--- config.mk ---
export PLATFORM = sky130hd
export DESIGN_NAME = sigmoid_rr_scheduler
export DESIGN_NICKNAME = d
export VERILOG_FILES = /design/src/rtl/sigmoid_rr_scheduler.sv
export SDC_FILE = /design/constraint.sdc
export NUM_CORES = 1
export LEC_CHECK = 0
export BUFFER_PORTS_ARGS = -buffer_cell sky130_fd_sc_hd__buf_2
export CAP_MARGIN = 20
export CORE_AREA = 2 2 68 102
export CTS_BUF_LIST = sky130_fd_sc_hd__clkbuf_8
export CTS_CLUSTER_DIAMETER = 40
export DETAILED_ROUTE_END_ITERATION = 10
export DIE_AREA = 0 0 70 104
export PLACE_DENSITY = 0.71
export SKIP_LAST_GASP = 1
export SYNTH_ARGS = -nofsm -noshare
export SYNTH_HDL_FRONTEND = slang
export SYNTH_SLANG_ARGS = --single-unit
--- constraint.sdc ---
create_clock -name clk -period 8.15 [get_ports clk]
set_clock_uncertainty 0.1 [all_clocks]
set_input_delay 1.2225 -clock clk [delete_from_list [all_inputs] [get_ports clk]]
set_output_delay 1.2225 -clock clk [all_outputs]
set_load 0.05 [all_outputs]
--- src/rtl/sigmoid_rr_scheduler.sv ---
`default_nettype none
// ============================================================================
//  Module      : sigmoid_rr_scheduler (with FixedPoint package)
//  Description : Round-robin sharing of one sigmoid approximation across
//                N_REQ requesters through a two-stage valid/ready pipeline.
//  Revision    : 1.0  initial release
// ============================================================================

package FixedPoint;
    localparam int SFP_W    = 16;
    localparam int SFP_FRAC = 8;

    // Signed Q7.8 operand/result format
    typedef logic signed [SFP_W-1:0] sfp;

    localparam sfp SFP_ONE   = sfp'(1 << SFP_FRAC);
    localparam sfp SFP_HALF  = sfp'(1 << (SFP_FRAC - 1));
    localparam sfp SFP_FIVE  = sfp'(5 << SFP_FRAC);
    localparam sfp SFP_NFIVE = sfp'(-(5 << SFP_FRAC));
endpackage

module sigmoid_rr_scheduler #(
    parameter  int N_REQ = 4,
    localparam int IDW   = (N_REQ > 1) ? $clog2(N_REQ) : 1
) (
    input  logic                        clk,
    input  logic                        rst_n,
    input  logic [N_REQ-1:0]            req_valid,
    input  FixedPoint::sfp [N_REQ-1:0]  req_data,
    output logic [N_REQ-1:0]            req_ready,
    output logic                        rsp_valid,
    output FixedPoint::sfp              rsp_data,
    output logic [IDW-1:0]              rsp_id,
    input  logic                        rsp_ready,
    output logic                        busy
);
    import FixedPoint::*;

    // ------------------------------------------------------------------
    // State
    // ------------------------------------------------------------------
    logic [IDW-1:0] last_grant_q, last_grant_d;
    logic           s1_valid_q,   s1_valid_d;
    sfp             s1_x_q,       s1_x_d;
    logic [IDW-1:0] s1_id_q,      s1_id_d;
    logic           rsp_valid_q,  rsp_valid_d;
    sfp             rsp_data_q,   rsp_data_d;
    logic [IDW-1:0] rsp_id_q,     rsp_id_d;
    logic           ready_en_q,   ready_en_d;

    // ------------------------------------------------------------------
    // Combinational signals
    // ------------------------------------------------------------------
    logic [N_REQ-1:0]  grant;
    logic [IDW-1:0]    grant_idx;
    logic              grant_any;
    logic [IDW-1:0]    cand_idx;
    logic              s1_load;
    logic              s2_load;
    logic              accept;
    logic signed [SFP_W:0] lin;
    sfp                sig_y;

    // Round-robin search starting just after the last accepted requester
    always_comb begin
        grant     = '0;
        grant_idx = last_grant_q;
        grant_any = 1'b0;
        cand_idx  = '0;
        for (int k = 1; k <= N_REQ; k++) begin
            cand_idx = IDW'((int'(last_grant_q) + k) % N_REQ);
            if (!grant_any && req_valid[cand_idx]) begin
                grant[cand_idx] = 1'b1;
                grant_idx       = cand_idx;
                grant_any       = 1'b1;
            end
        end
    end

    // Pipeline advance conditions
    always_comb begin
        s2_load   = !rsp_valid_q || rsp_ready;
        s1_load   = !s1_valid_q || s2_load;
        req_ready = (ready_en_q && s1_load) ? grant : '0;
        accept    = |req_ready;
    end

    // Sigmoid approximation: 0.5 + x/8 with hard saturation beyond +/-5.0
    always_comb begin
        lin = ($signed({s1_x_q[SFP_W-1], s1_x_q}) >>> 3) + $signed({1'b0, SFP_HALF});
        if (s1_x_q >= SFP_FIVE) begin
            sig_y = SFP_ONE;
        end else if (s1_x_q <= SFP_NFIVE) begin
            sig_y = '0;
        end else if (lin < 0) begin
            sig_y = '0;
        end else if (lin > $signed({1'b0, SFP_ONE})) begin
            sig_y = SFP_ONE;
        end else begin
            sig_y = lin[SFP_W-1:0];
        end
    end

    // Next-state logic for both stages and the arbitration pointer
    always_comb begin
        last_grant_d = last_grant_q;
        s1_valid_d   = s1_valid_q;
        s1_x_d       = s1_x_q;
        s1_id_d      = s1_id_q;
        rsp_valid_d  = rsp_valid_q;
        rsp_data_d   = rsp_data_q;
        rsp_id_d     = rsp_id_q;
        ready_en_d   = 1'b1;

        if (s1_load) begin
            s1_valid_d = accept;
            if (accept) begin
                s1_x_d  = req_data[grant_idx];
                s1_id_d = grant_idx;
            end
        end

        // Pointer only moves on a completed transfer, never on a stalled grant
        if (accept) begin
            last_grant_d = grant_idx;
        end

        if (s2_load) begin
            rsp_valid_d = s1_valid_q;
            rsp_data_d  = sig_y;
            rsp_id_d    = s1_id_q;
        end
    end

    always_ff @(posedge clk or negedge rst_n) begin
        if (!rst_n) begin
            last_grant_q <= IDW'(N_REQ - 1);
            s1_valid_q   <= 1'b0;
            s1_x_q       <= '0;
            s1_id_q      <= '0;
            rsp_valid_q  <= 1'b0;
            rsp_data_q   <= '0;
            rsp_id_q     <= '0;
            ready_en_q   <= 1'b0;
        end else begin
            last_grant_q <= last_grant_d;
            s1_valid_q   <= s1_valid_d;
            s1_x_q       <= s1_x_d;
            s1_id_q      <= s1_id_d;
            rsp_valid_q  <= rsp_valid_d;
            rsp_data_q   <= rsp_data_d;
            rsp_id_q     <= rsp_id_d;
            ready_en_q   <= ready_en_d;
        end
    end

    assign rsp_valid = rsp_valid_q;
    assign rsp_data  = rsp_data_q;
    assign rsp_id    = rsp_id_q;
    assign busy      = s1_valid_q || rsp_valid_q;

endmodule
`default_nettype wire
== Yosys cells after proc, flatten, opt, wreduce, memory -nomap -nowiden ==
Index checks and enable logic that the tools add are counted.
Storage, ports and cells
  memories kept: 0
  bits in latches: 0
  input port bits: 71
  output and inout port bits: 24
  ROM bits: 0
  bits in writable memories: 0
  word-level logic and storage cells: 81
  bits in registers: 41
Cells by class
  div/mod/pow operators: 0
  magnitude comparators: 13
  multipliers: 0
  add/sub/neg operators: 5
  shifts and indexed selects: 0
  equality and inequality tests: 0
  bitwise logic cells: 3
  reductions and logical operators: 18
  muxes and demuxes: 34
Operator list (number)
  16-bit two-way mux: 5
  16-bit binary-select mux with 2-bit select: 1
  4-bit two-way mux: 5
  16-bit by 12-bit greater-or-equal comparator with 1-bit output (second input constant): 1
  16-bit by 12-bit less-or-equal comparator with 1-bit output (second input constant): 1
  2-bit by 3-bit < comparator with 1-bit output (second input constant): 5
  13-bit by 9-bit adder with 14-bit output (second input constant): 1
  14-bit by 10-bit > comparator with 1-bit output (second input constant): 1
  14-bit by 1-bit < comparator with 1-bit output (second input constant): 1
  4-bit OR: 3
  1-bit two-way mux: 11
  1-bit binary-select mux with 2-bit select: 4
  1-bit demux with 2-bit select: 4
  2-bit by 1-bit greater-or-equal comparator with 1-bit output (second input constant): 4
  1-bit logical AND: 8
  2-bit two-way mux: 4
  1-bit logical NOT: 5
  2-bit by 1-bit adder with 2-bit output (second input constant): 2
  2-bit adder (second input constant): 2
  4-bit OR reduction: 1
  1-bit logical OR: 3
  2-bit AND reduction: 1

== Logic depth before layout (Yosys ltp) ==
Gate-level depths: netlist (run 1).
  depth in word-level cells: 16
  gate-level depth with buffers: 13
  gate-level depth less buffers: 9

== Worst setup path before layout (run 1) ==
No wires, ideal clock.
  path kind: register -> output
  start point: register last_grant_q[1]
  end point: output port req_ready[2]
  cell stages (with the launch flop): 8
  slack: 3.663 ns
  arrival: 3.165 ns
  cells stage by stage: dfstp_2 -> clkbuf_1 -> inv_1 -> ha_1 -> clkbuf_1 -> mux4_2 -> o21a_1 -> a31oi_1
On the way
  word-level cells in the longest chain between the ends: 14
Ends and longest elaborated chain
  from (decl): RTL line 42  | logic [IDW-1:0] last_grant_q, last_grant_d;
  from (signal assigned): RTL line 137  | last_grant_q <= IDW'(N_REQ - 1);
  from (signal assigned): RTL line 146  | last_grant_q <= last_grant_d;
  branches (longest 12 deep; another with 2-bit by 3-bit < comparator with 1-bit output)
  4-bit two-way mux *: RTL line 72  | if (!grant_any && req_valid[cand_idx]) begin
  4-bit two-way mux *: RTL line 84  | req_ready = (ready_en_q && s1_load) ? grant : '0;
  to (decl): RTL line 30  | output logic [N_REQ-1:0] req_ready,
Mark *: on every way between the ends. The select of a mux whose other input is x is not followed.

== Final worst setup path (run 1) ==
  start point: register last_grant_q[0]
  end point: output port req_ready[0]
The elaborated chain is that of the path after synthesis.

==> results.txt, run 1 <==
----------------------------------------------------
[Worst setup path]
  CP max stage cell ... sky130_fd_sc_hd__dfstp_2
  Largest fanout on the critical path ... 23
  Critical register-to-register path startpoint ... last_grant_q[0]
  RR Endpoint ... s1_id_q[1]
  Reg2Reg Setup Slack ... between 4 and 5 ns
  Crit path arrival time ... 3.19 ns
  Maximum cell stage delay along the critical path ... approximately 0.79 ns
  Capture point of the worst path ... req_ready[0]
  Critical path cell sequence ... inv_1 > ha_1 > mux4_2 > a221oi_1 > a21oi_1 > buf_2
  Data required time of the worst path ... 6.83 ns
  Launching element of the worst setup path ... last_grant_q[0]
  Category of the worst setup path launch point ... flip-flop
  Critical path endpoint category ... output port
  Length in cells of the worst reg-to-reg path ... 9
  CP Class ... reg2out

[Job]
  # Max-Cap Violations ... 0

[Synth]
  Most used flip-flop cell after synthesis ... sky130_fd_sc_hd__dfrtp_1
  Proportion of register bits with asynchronous set or reset after synthesis ... between 90% and 100%
  Number of enable flip-flop cells after synthesis ... 0
  Proportion of synthesized chip area in sequential cells ... about 34%
  Cell type with the largest total area after synthesis ... sky130_fd_sc_hd__dfrtp_1
  Warning count from the yosys run ... 0
  Post-synthesis cell type count ... between 50 and 60
  Fraction of post-synthesis cell area in the top cell type by area ... 32.2%
  Per-instance average area after synthesis ... 9.68 um2
  Biggest area contributors in the synthesized netlist ... sky130_fd_sc_hd__dfrtp_1 32%, sky130_fd_sc_hd__mux2i_1 12%, sky130_fd_sc_hd__mux2_2 8.5%, sky130_fd_sc_hd__ha_1 5.4%, sky130_fd_sc_hd__nand2_1 5.0%
  Post-synthesis cell count ... 289
  Post-synth design cell area ... approximately 2800 um2
  Number of flip-flops and latches in the synthesized netlist ... 38

[Routing]
  Routed wire per std cell ... about 14 um
  Highest routed layer ... met4
  DR WL met3 ... 309 um
  First-pass DRT Iterations ... 4
  Post-route antenna net violation count ... 0
  Number of remaining DRC errors ... 0
  Total number of vias ... around 2,400
  Vias per cell ... 5.30
  Aggregate routed wire length ... 6140 um
  Detailed-routing wirelength on met1 ... 2370 um
  Routed length on met2 ... approximately 3300 um
  Starting DRT DRC Count ... 200

[Die]
  Die boundary height ... 104 um
  DIE WIDTH ... ~70 um
  Die ar. ... 7280 um2
  I/O pin count ... 95
  Initial core utilization ... 43.7%
  Standard-cell rows ... 36
  Placeable core area ... 6400 um2

[Place]
  Number of port buffers ... 91
  Gp weighted congestion ... 0.918
  Detailed placer's ending HPWL ... ~4700 um
  Minimum setup slack after placement ... 3.84 ns

[Worst hold path]
  Kind of path behind the tightest hold check ... reg2reg
  Hold path cells ... 1
  Hold path startpoint ... rsp_data[11]

[Timing]
  Final critical path time including I/O delays and setup ... between 4 and 5 ns
  Worst slew pin tran ... roughly 0.8 ns
  Period Utilization, post-route ... 55.4%
  Final worst setup slack ... 3.64 ns
  Slew Limit Fails ... 0
  Total count of hold-check failures in the final report ... 0
  Setup TNS ... 0 ns
  Worst-case headroom to the max-slew limit ... 46.0%
  Unrepaired setup endpoints after global routing ... no
  Max Clk Rate ... 0.222 GHz
  Total setup violations reported at the end of the flow ... 0

[Cells and area]
  Antenna diode instance count ... 0
  Fraction of final layout cells with drive strength greater than 1 ... 36.9%
  Layout Utilization ... 52.2%
  Number of nets in the layout ... 453
  Filler cell count in the final layout ... 602
  Area delta synth->final ... 19.4%

[Global route]
  Vias in the first global route ... 2,315
  Global-route wire length before repair ... 10,400 um
  Total track usage ... 17.5%
  Largest net degree at the start of global routing ... 39
  Number of antenna violations at the first check in global routing ... 0
  Congestion Overflow GR ... 0

[Clocking]
  Post-cts gate resize count ... 0
  Number of buffers inserted by post-CTS setup repair ... 0
  Clock transition at the register clock pins on the worst setup and hold paths after CTS ... 0.07 ns
  CTS tree ... yes
  Sink count of the clock tree ... 38
  Count of hold buffers inserted by post-cts repair ... 0
  Deepest clock path buffer count ... 2
  Clock network latency to the later pin of the worst-skew pair ... 0.29 ns
  Level count of the clock H-tree ... 2
  Number of buffers created by CTS ... 5
  Clock root buffer ... sky130_fd_sc_hd__clkbuf_8

[Run status]
  Status ... complete, no violations

[Power and ir drop]
  Power density over the cells ... 409 nW/um2
  Worst IR drop on VDD ... 0.180 mV
  Total leakage power ... 1.68 nW
  Design Power ... 0.00136 W

----------------------------------------------------
-- worst max-delay path: cells and delay by family, from the launching register on --
kind / cells / cell delay (ns)
compound gates: 2 / 0.48
fa+ha+maj: 1 / 0.49
mux: 1 / 0.65
buf+inv: 2 / 0.49
flops: 1 / 0.79
-- flip-flops by register name (all words and copies together), names as in the netlist --
register      count
s1_valid_q        1
last_grant_q      2
s1_x_q           16
ready_en_q        1
rsp_id            2
rsp_data         13
s1_id_q           2
rsp_valid         1
-- power by group --
part / switching (W) / internal [W] / total, W
Combinational: 0.000498 / 0.000388 / 0.000886
Sequential: 0.0000804 / 0.000263 / 0.000344
Clock: 0.0000668 / 0.0000680 / 0.000135
Total: 0.000645 / 0.000719 / 0.00136
-- kinds of logic (layout without fill, tap and decap cells) --
kind of cell               Yosys count  count (layout)  share of synthesized area, %
other                                2               4                         0.269
adders and majority gates           12              12                          5.37
AOI/OAI and AO/OA                   57              57                          14.8
DFF                                 38              38                          34.1
muxes                               57              57                          22.2
buffers and inverters               29             109                          6.00
xor gates and xnor gates             2               2                         0.627
and+or+nand+nor                     92              92                          16.6
-- cells in the mapped netlist, drive strengths merged (2+ instances only) --
master and count:
conb 2, or2 4, nand4 2, a31oi 3
ha 12, mux2 21, dfrtp 36, nor4 4
or3 2, buf 14, nor2b 2, a221oi 2
o21a 2, clkbuf 9, nand3 3, xnor2 2
a22o 8, inv 6, a2111oi 2, o21ai 24
mux2i 34, mux4 2, a21oi 7, or3b 2
nor2 13, nand2 37, and2 4, nand3b 4
dfstp 2, nor3 8
-- layout by cell type, fill, tap and decap left out, drive strengths merged, types with 6 or more instances in the layout --
master and count:
o21ai 24, nand2 37, ha 12, a21oi 7
mux2i 34, mux2 21, nor2 13, clkbuf 7
buf 94, dfrtp 36, nor3 8, inv 6
a22o 8
-- metal layers --
layer / global-route usage (%) / vias to the layer above
met5: 0 / -
met4: 7.83 / 0
met3: 3.29 / 16
met2: 31.6 / 88
met1: 19.7 / 1077
li1: - / 1190
-- cell type report --
type,count,area (um2),share of cell area (%)
sequential,38,953,28.6
clock inverter,2,12.5,0.375
multi-input combinational,224,1690,50.6
inverter,6,22.5,0.675
tap,76,95.1,2.85
clock buffer,6,82.6,2.47
timing repair buffer,95,483,14.5
-- metrics by stage --
stage / area (um2) / hold slack (ns) / std cells
6_report: 3340 / 0.383 / 447
5_1_grt: 3340 / 0.393 / 447
4_1_cts: 3330 / 0.385 / 446
3_5_place_dp: 3240 / 0.366 / 438
3_3_place_gp: 3240 / 0.360 / 438
2_1_floorplan: 2800 / 0.346 / 291
-- worst min-delay path by stage --
stage | to | slack, ns
detailed placement | rsp_data[12] | 0.37
finish | rsp_data[11] | 0.38
global route | rsp_data[11] | 0.39
global placement | s1_id_q[0] | 0.36
floorplan | s1_id_q[0] | 0.35
CTS | rsp_data[11] | 0.39
No activity file was read; power rests on OpenSTA's default activity.
==> run 2, diff against run 1 <==
Clock period 8.15 ns to 4.3 ns, I/O delays scaled along.
==> results.txt, run 2 (synthesized netlist as in run 1, its figures left out) <==
----------------------------------------------------
[Timing]
  Unrepaired setup endpoints after global routing ... no
  Total count of hold-check failures in the final report ... 0
  Final critical path time including I/O delays and setup ... 3.92 ns
  Slew Limit Fails ... 0
  Worst-case headroom to the max-slew limit ... 45.2%
  Max Clk Rate ... 0.255 GHz
  Worst slew pin tran ... 0.822 ns
  Setup TNS ... 0 ns
  Final worst setup slack ... 0.376 ns
  Total setup violations reported at the end of the flow ... 0
  Period Utilization, post-route ... 91.3%

[Power and ir drop]
  Design internal power ... approximately 0.0015 W
  Flop pwr share ... 24.0%
  Net Sw Power ... 0.00123 W
  Worst IR drop on VDD ... approximately 0.36 mV
  Power density over the cells ... roughly 800 nW/um2
  Total leakage power ... 1.71 nW
  Design Power ... 0.00273 W
  Clock network fraction of design power ... a little over an eighth
  Fraction of power spent switching nets ... a little under half
  Comb pwr share ... a little over three fifths

[Place]
  Minimum setup slack after placement ... 0.562 ns
  Detailed placer's ending HPWL ... 4750 um
  Gp weighted congestion ... approximately 0.9
  Number of port buffers ... ~90

[Clocking]
  Clock network latency to the later pin of the worst-skew pair ... 0.29 ns
  Deepest clock path buffer count ... 2
  Number of buffers inserted by post-CTS setup repair ... 0
  Count of hold buffers inserted by post-cts repair ... 0
  Clock transition at the register clock pins on the worst setup and hold paths after CTS ... 0.08 ns
  Level count of the clock H-tree ... 2
  Number of buffers created by CTS ... 5
  Clock root buffer ... sky130_fd_sc_hd__clkbuf_8
  Post-cts gate resize count ... 0
  CTS tree ... yes
  Sink count of the clock tree ... 38

[Worst setup path]
  Critical path endpoint category ... output port
  Critical register-to-register path startpoint ... last_grant_q[0]
  Capture point of the worst path ... req_ready[3]
  Data required time of the worst path ... 3.56 ns
  RR Endpoint ... s1_id_q[1]
  Crit path arrival time ... 3.18 ns
  CP Class ... reg2out
  Reg2Reg Setup Slack ... 0.55 ns
  Largest fanout on the critical path ... 23
  Length in cells of the worst reg-to-reg path ... 9
  Launching element of the worst setup path ... last_grant_q[0]
  Category of the worst setup path launch point ... flip-flop

[Cells and area]
  Area delta synth->final ... 21.6%
  Filler cell count in the final layout ... 588
  Top library cells by usage in the layout, fill and taps aside ... 92 x sky130_fd_sc_hd__buf_2, 37 x sky130_fd_sc_hd__nand2_1, 36 x sky130_fd_sc_hd__dfrtp_1
  Fraction of final layout cells with drive strength greater than 1 ... between 30% and 40%
  Most common cell after layout, fill and taps aside ... sky130_fd_sc_hd__buf_2
  Number of nets in the layout ... 454
  Flip-flop count of the largest register, all copies and words added ... 16
  Register containing the most flip-flops in the final layout ... s1_x_q
  Antenna diode instance count ... 0

[Worst hold path]
  Kind of path behind the tightest hold check ... in2async

[Die]
  Standard-cell rows ... 36
  I/O pin count ... 95
  Initial core utilization ... 43.7%
  Die boundary height ... around 100 um
  Die ar. ... 7280 um2
  DIE WIDTH ... 70 um
  Placeable core area ... 6400 um2

[Routing]
  Starting DRT DRC Count ... approximately 210
  Number of remaining DRC errors ... 0
  Total number of vias ... 2,409
  Vias per cell ... 5.38
  Aggregate routed wire length ... 6140 um
  Routed wire per std cell ... 13.7 um
  Post-route antenna net violation count ... 0
  First-pass DRT Iterations ... 4

[Run status]
  Status ... complete, no violations

[Global route]
  Global-route wire length before repair ... ~10,000 um
  Congestion Overflow GR ... 0
  Global-route met3 utilization ... between 2 and 3%
  Top Usage Layer GRT ... met2
  Total track usage ... between 10% and 20%
  Vias in the first global route ... between 2,000 and 2,500
  GR Util met1 ... 19.7%
  Number of antenna violations at the first check in global routing ... 0
  Largest net degree at the start of global routing ... 39
  Met2 capacity usage during global routing ... 31.5%

[Job]
  # Max-Cap Violations ... 0

----------------------------------------------------
[run 2: cell count changes in the layout (fill, tap and decap cells not counted)]
cell,before,now
sky130_fd_sc_hd__buf_2,91,92
sky130_fd_sc_hd__buf_12,0,1
sky130_fd_sc_hd__clkbuf_2,1,0
sky130_fd_sc_hd__clkinvlp_4,1,0
sky130_fd_sc_hd__bufinv_16,0,2
sky130_fd_sc_hd__clkinv_2,1,0
sky130_fd_sc_hd__clkinv_4,0,1
sky130_fd_sc_hd__clkbuf_8,6,5
[run 2: worst min path at each step]
| stage | end | cells past startpoint |
|---|---|---|
| after floorplan | ready_en_q | 0 |
| after global placement | s1_x_q[0] | 2 |
| after detailed placement | rsp_data[12] | 1 |
| after CTS | rsp_data[11] | 1 |
| after global routing | rsp_data[12] | 1 |
| final | rsp_data[11] | 1 |
[run 2: layout make-up]
cell class	instances	area (um2)	area share (%)
clock buffer	5	68.8	2.02
clock inverter	3	68.8	2.02
inverter	6	22.5	0.662
multi-input combinational	224	1690	49.7
sequential	38	953	28.0
tap	76	95.1	2.80
timing repair buffer	96	503	14.8
[run 2: per-layer routing]
layer,wire length [um],vias up,share of wire (%)
met3,292,11,4.8
met1,2440,1123,40
met4,120,0,2.0
li1,-,1190,-
met2,3290,85,54
met5,0,-,0
[run 2: stage by stage]
stage	hold WS, ns	instances	utilization (%)	cell area, um2
finish	0.343	448	53.2	3400
global route	0.404	448	53.2	3400
CTS	0.367	448	53.2	3400
detailed placement	0.369	440	51.0	3260
global placement	0.366	439	50.9	3260
floorplan	0.249	291	-	2800
[run 2: power by group through the flow]
stage / logic [W] / registers, W / clock network (W)
6_report: 0.00171 / 0.000655 / 0.000362
5_1_grt: 0.00187 / 0.000682 / 0.000382
4_1_cts: 0.00173 / 0.000657 / 0.000369
3_3_place_gp: 0.00169 / 0.000655 / 0
2_1_floorplan: 0.00141 / 0.000669 / 0
3_5_place_dp: 0.00172 / 0.000665 / 0
[run 2: critical path, stage by stage, from the launching register on]
cell and delay, ns:
sky130_fd_sc_hd__dfstp_2 0.80, sky130_fd_sc_hd__inv_1 0.26, sky130_fd_sc_hd__ha_1 0.50, sky130_fd_sc_hd__mux4_2 0.65, sky130_fd_sc_hd__o21a_1 0.24, sky130_fd_sc_hd__a31oi_1 0.16
sky130_fd_sc_hd__buf_2 0.28
==> run 3, diff against run 2 <==
Settings changed: CELL_PAD_IN_SITES_DETAIL_PLACEMENT set to 2, CELL_PAD_IN_SITES_GLOBAL_PLACEMENT set to 2, CORE_AREA 2 2 68 102 to 2 2 81 122, DIE_AREA 0 0 70 104 to 0 0 83 124, PLACE_DENSITY 0.71 to not set, PLACE_DENSITY_LB_ADDON set to 0.1.
==> results.txt, run 3 (synthesized netlist as in run 1, its figures left out) <==
----------------------------------------------------
[Routing]
  Highest routed layer ... met4
  DR WL met3 ... 214 um
  Routed length on met2 ... 5040 um
  Aggregate routed wire length ... 8270 um
  Detailed-routing wirelength on met1 ... 2810 um
  Total number of vias ... ~2,500
  Vias per cell ... 5.19
  Starting DRT DRC Count ... 63
  First-pass DRT Iterations ... 4
  Number of remaining DRC errors ... 0
  Post-route antenna net violation count ... 0
  Routed wire per std cell ... roughly 17 um

[Clocking]
  Number of buffers created by CTS ... 5
  Clock transition at the register clock pins on the worst setup and hold paths after CTS ... 0.08 ns
  Clock network latency to the later pin of the worst-skew pair ... ~0.29 ns
  Sink count of the clock tree ... 38
  Deepest clock path buffer count ... 2
  CTS tree ... yes
  Clock root buffer ... sky130_fd_sc_hd__clkbuf_8
  Level count of the clock H-tree ... 2
  Number of buffers inserted by post-CTS setup repair ... 0

[Worst setup path]
  Kind of cell adding the most delay to the critical path ... flip-flops
  Critical path endpoint category ... output port
  CP Class ... reg2out
  Category of the worst setup path launch point ... flip-flop
  Number of buffers and inverters on the critical path ... 2
  Maximum cell stage delay along the critical path ... 0.77 ns
  Data required time of the worst path ... 3.56 ns
  Length in cells of the worst reg-to-reg path ... 9
  Critical path cell sequence ... inv_1 > ha_1 > mux4_2 > a221oi_1 > a21oi_1 > buf_2
  RR Endpoint ... s1_x_q[1]
  CP max stage cell ... sky130_fd_sc_hd__dfstp_4
  Crit path depth ... 6
  Crit path arrival time ... 3.14 ns
  Critical register-to-register path startpoint ... last_grant_q[0]
  Largest fanout on the critical path ... 23
  Reg2Reg Setup Slack ... 0.59 ns

[Timing]
  Slew Limit Fails ... 0
  Final critical path time including I/O delays and setup ... 3.89 ns
  Setup TNS ... 0 ns
  Total count of hold-check failures in the final report ... 0
  Worst Hold Slack ... 0.358 ns
  Total setup violations reported at the end of the flow ... 0
  Worst-case headroom to the max-slew limit ... 43.2%
  Final worst setup slack ... 0.411 ns
  Unrepaired setup endpoints after global routing ... no
  Max Clk Rate ... 0.257 GHz
  Worst slew pin tran ... 0.852 ns
  Period Utilization, post-route ... between 90% and 100%

[Cells and area]
  Top library cells by usage in the layout, fill and taps aside ... 91 x sky130_fd_sc_hd__buf_2, 37 x sky130_fd_sc_hd__nand2_1, 36 x sky130_fd_sc_hd__dfrtp_1
  Area delta synth->final ... 23.2%
  Most common cell after layout, fill and taps aside ... sky130_fd_sc_hd__buf_2
  Antenna diode instance count ... 0
  Number of nets in the layout ... 454
  Flip-flop count of the largest register, all copies and words added ... 16
  Register containing the most flip-flops in the final layout ... s1_x_q
  Fin area ... 3440 um2
  Fraction of final layout cells with drive strength greater than 1 ... 37.1%

[Die]
  Die boundary height ... between 100 and 150 um
  I/O pin count ... 95
  Standard-cell rows ... 43
  Die ar. ... 10,300 um2
  Placeable core area ... 9200 um2
  Initial core utilization ... between 30% and 40%
  DIE WIDTH ... 83 um

[Global route]
  Number of antenna violations at the first check in global routing ... 0
  Global-route wire length before repair ... 14,000 um
  Vias in the first global route ... 2,828
  Congestion Overflow GR ... 0
  Largest net degree at the start of global routing ... 39
  Total track usage ... between 10% and 20%

[Power and ir drop]
  Worst IR drop on VDD ... 0.298 mV
  Fraction of power spent switching nets ... a little under half
  Design internal power ... 0.00149 W
  Total leakage power ... 1.71 nW
  Design Power ... 0.00279 W
  Comb pwr share ... a little over three fifths
  Flop pwr share ... 23.6%
  Clock network fraction of design power ... between 10% and 20%
  Net Sw Power ... about 0.0013 W
  Power density over the cells ... 809 nW/um2

[Worst hold path]
  Kind of path behind the tightest hold check ... in2async

[Place]
  Minimum setup slack after placement ... 0.410 ns
  Detailed placer's ending HPWL ... 6490 um
  Gp weighted congestion ... between 0.7 and 0.8
  Number of port buffers ... 91
  Placed Area ... about 3300 um2

[Job]
  # Max-Cap Violations ... 0

[Run status]
  Status ... complete, no violations

----------------------------------------------------
run 3: worst max path at each step:
stage,from,end,slack (ns)
detailed placement,last_grant_q[0],s1_x_q[1],0.41
global placement,last_grant_q[0],s1_id_q[0],0.57
global route,last_grant_q[0],req_ready[0],0.17
finish,last_grant_q[0],req_ready[0],0.41
CTS,last_grant_q[0],req_ready[0],0.20
floorplan,last_grant_q[1],req_ready[2],0.39
run 3: area by class of cell:
| cell class | count | area (um2) |
|---|---|---|
| inverter | 6 | 22.5 |
| fill | 1069 | 5760 |
| clock inverter | 2 | 60.1 |
| sequential | 38 | 957 |
| multi-input combinational | 224 | 1690 |
| tap | 112 | 140 |
| timing repair buffer | 96 | 493 |
| clock buffer | 6 | 82.6 |
run 3: worst register-to-register path, stage by stage (launching register included):
cell and delay, ns:
sky130_fd_sc_hd__dfstp_4 0.77, sky130_fd_sc_hd__inv_1 0.21, sky130_fd_sc_hd__ha_1 0.48, sky130_fd_sc_hd__mux4_2 0.65, sky130_fd_sc_hd__nand2_1 0.12, sky130_fd_sc_hd__o21a_1 0.14, sky130_fd_sc_hd__nor4bb_1 0.28, sky130_fd_sc_hd__a31o_1 0.33
sky130_fd_sc_hd__buf_4 0.35, sky130_fd_sc_hd__o21ai_0 0.17
run 3: power by group through the flow:
stage          clock, W  sequential [W]  combinational [W]
2_1_floorplan         0        0.000669            0.00141
3_3_place_gp          0        0.000659            0.00176
3_5_place_dp          0        0.000666            0.00180
4_1_cts        0.000385        0.000659            0.00181
5_1_grt        0.000398        0.000687            0.00196
6_report       0.000373        0.000657            0.00176
run 3: layer usage:
layer	GRT usage [%]	vias to the layer above
met3	2.45	14
met2	35.9	50
met4	5.12	0
met5	0	-
li1	-	1192
met1	16.7	1255
run 3: through the flow:
stage | std cells | utilization (%)
after global placement | 476 | 35.8
final | 484 | 37.4
after detailed placement | 476 | 35.8
after CTS | 484 | 37.4
after global routing | 484 | 37.4
after floorplan | 291 | -
run 3: timing repair:
action                                  4_1_cts  5_1_grt
endpoints found under the setup margin        0        1
resized for setup                             0        1
hold buffers                                  0        0
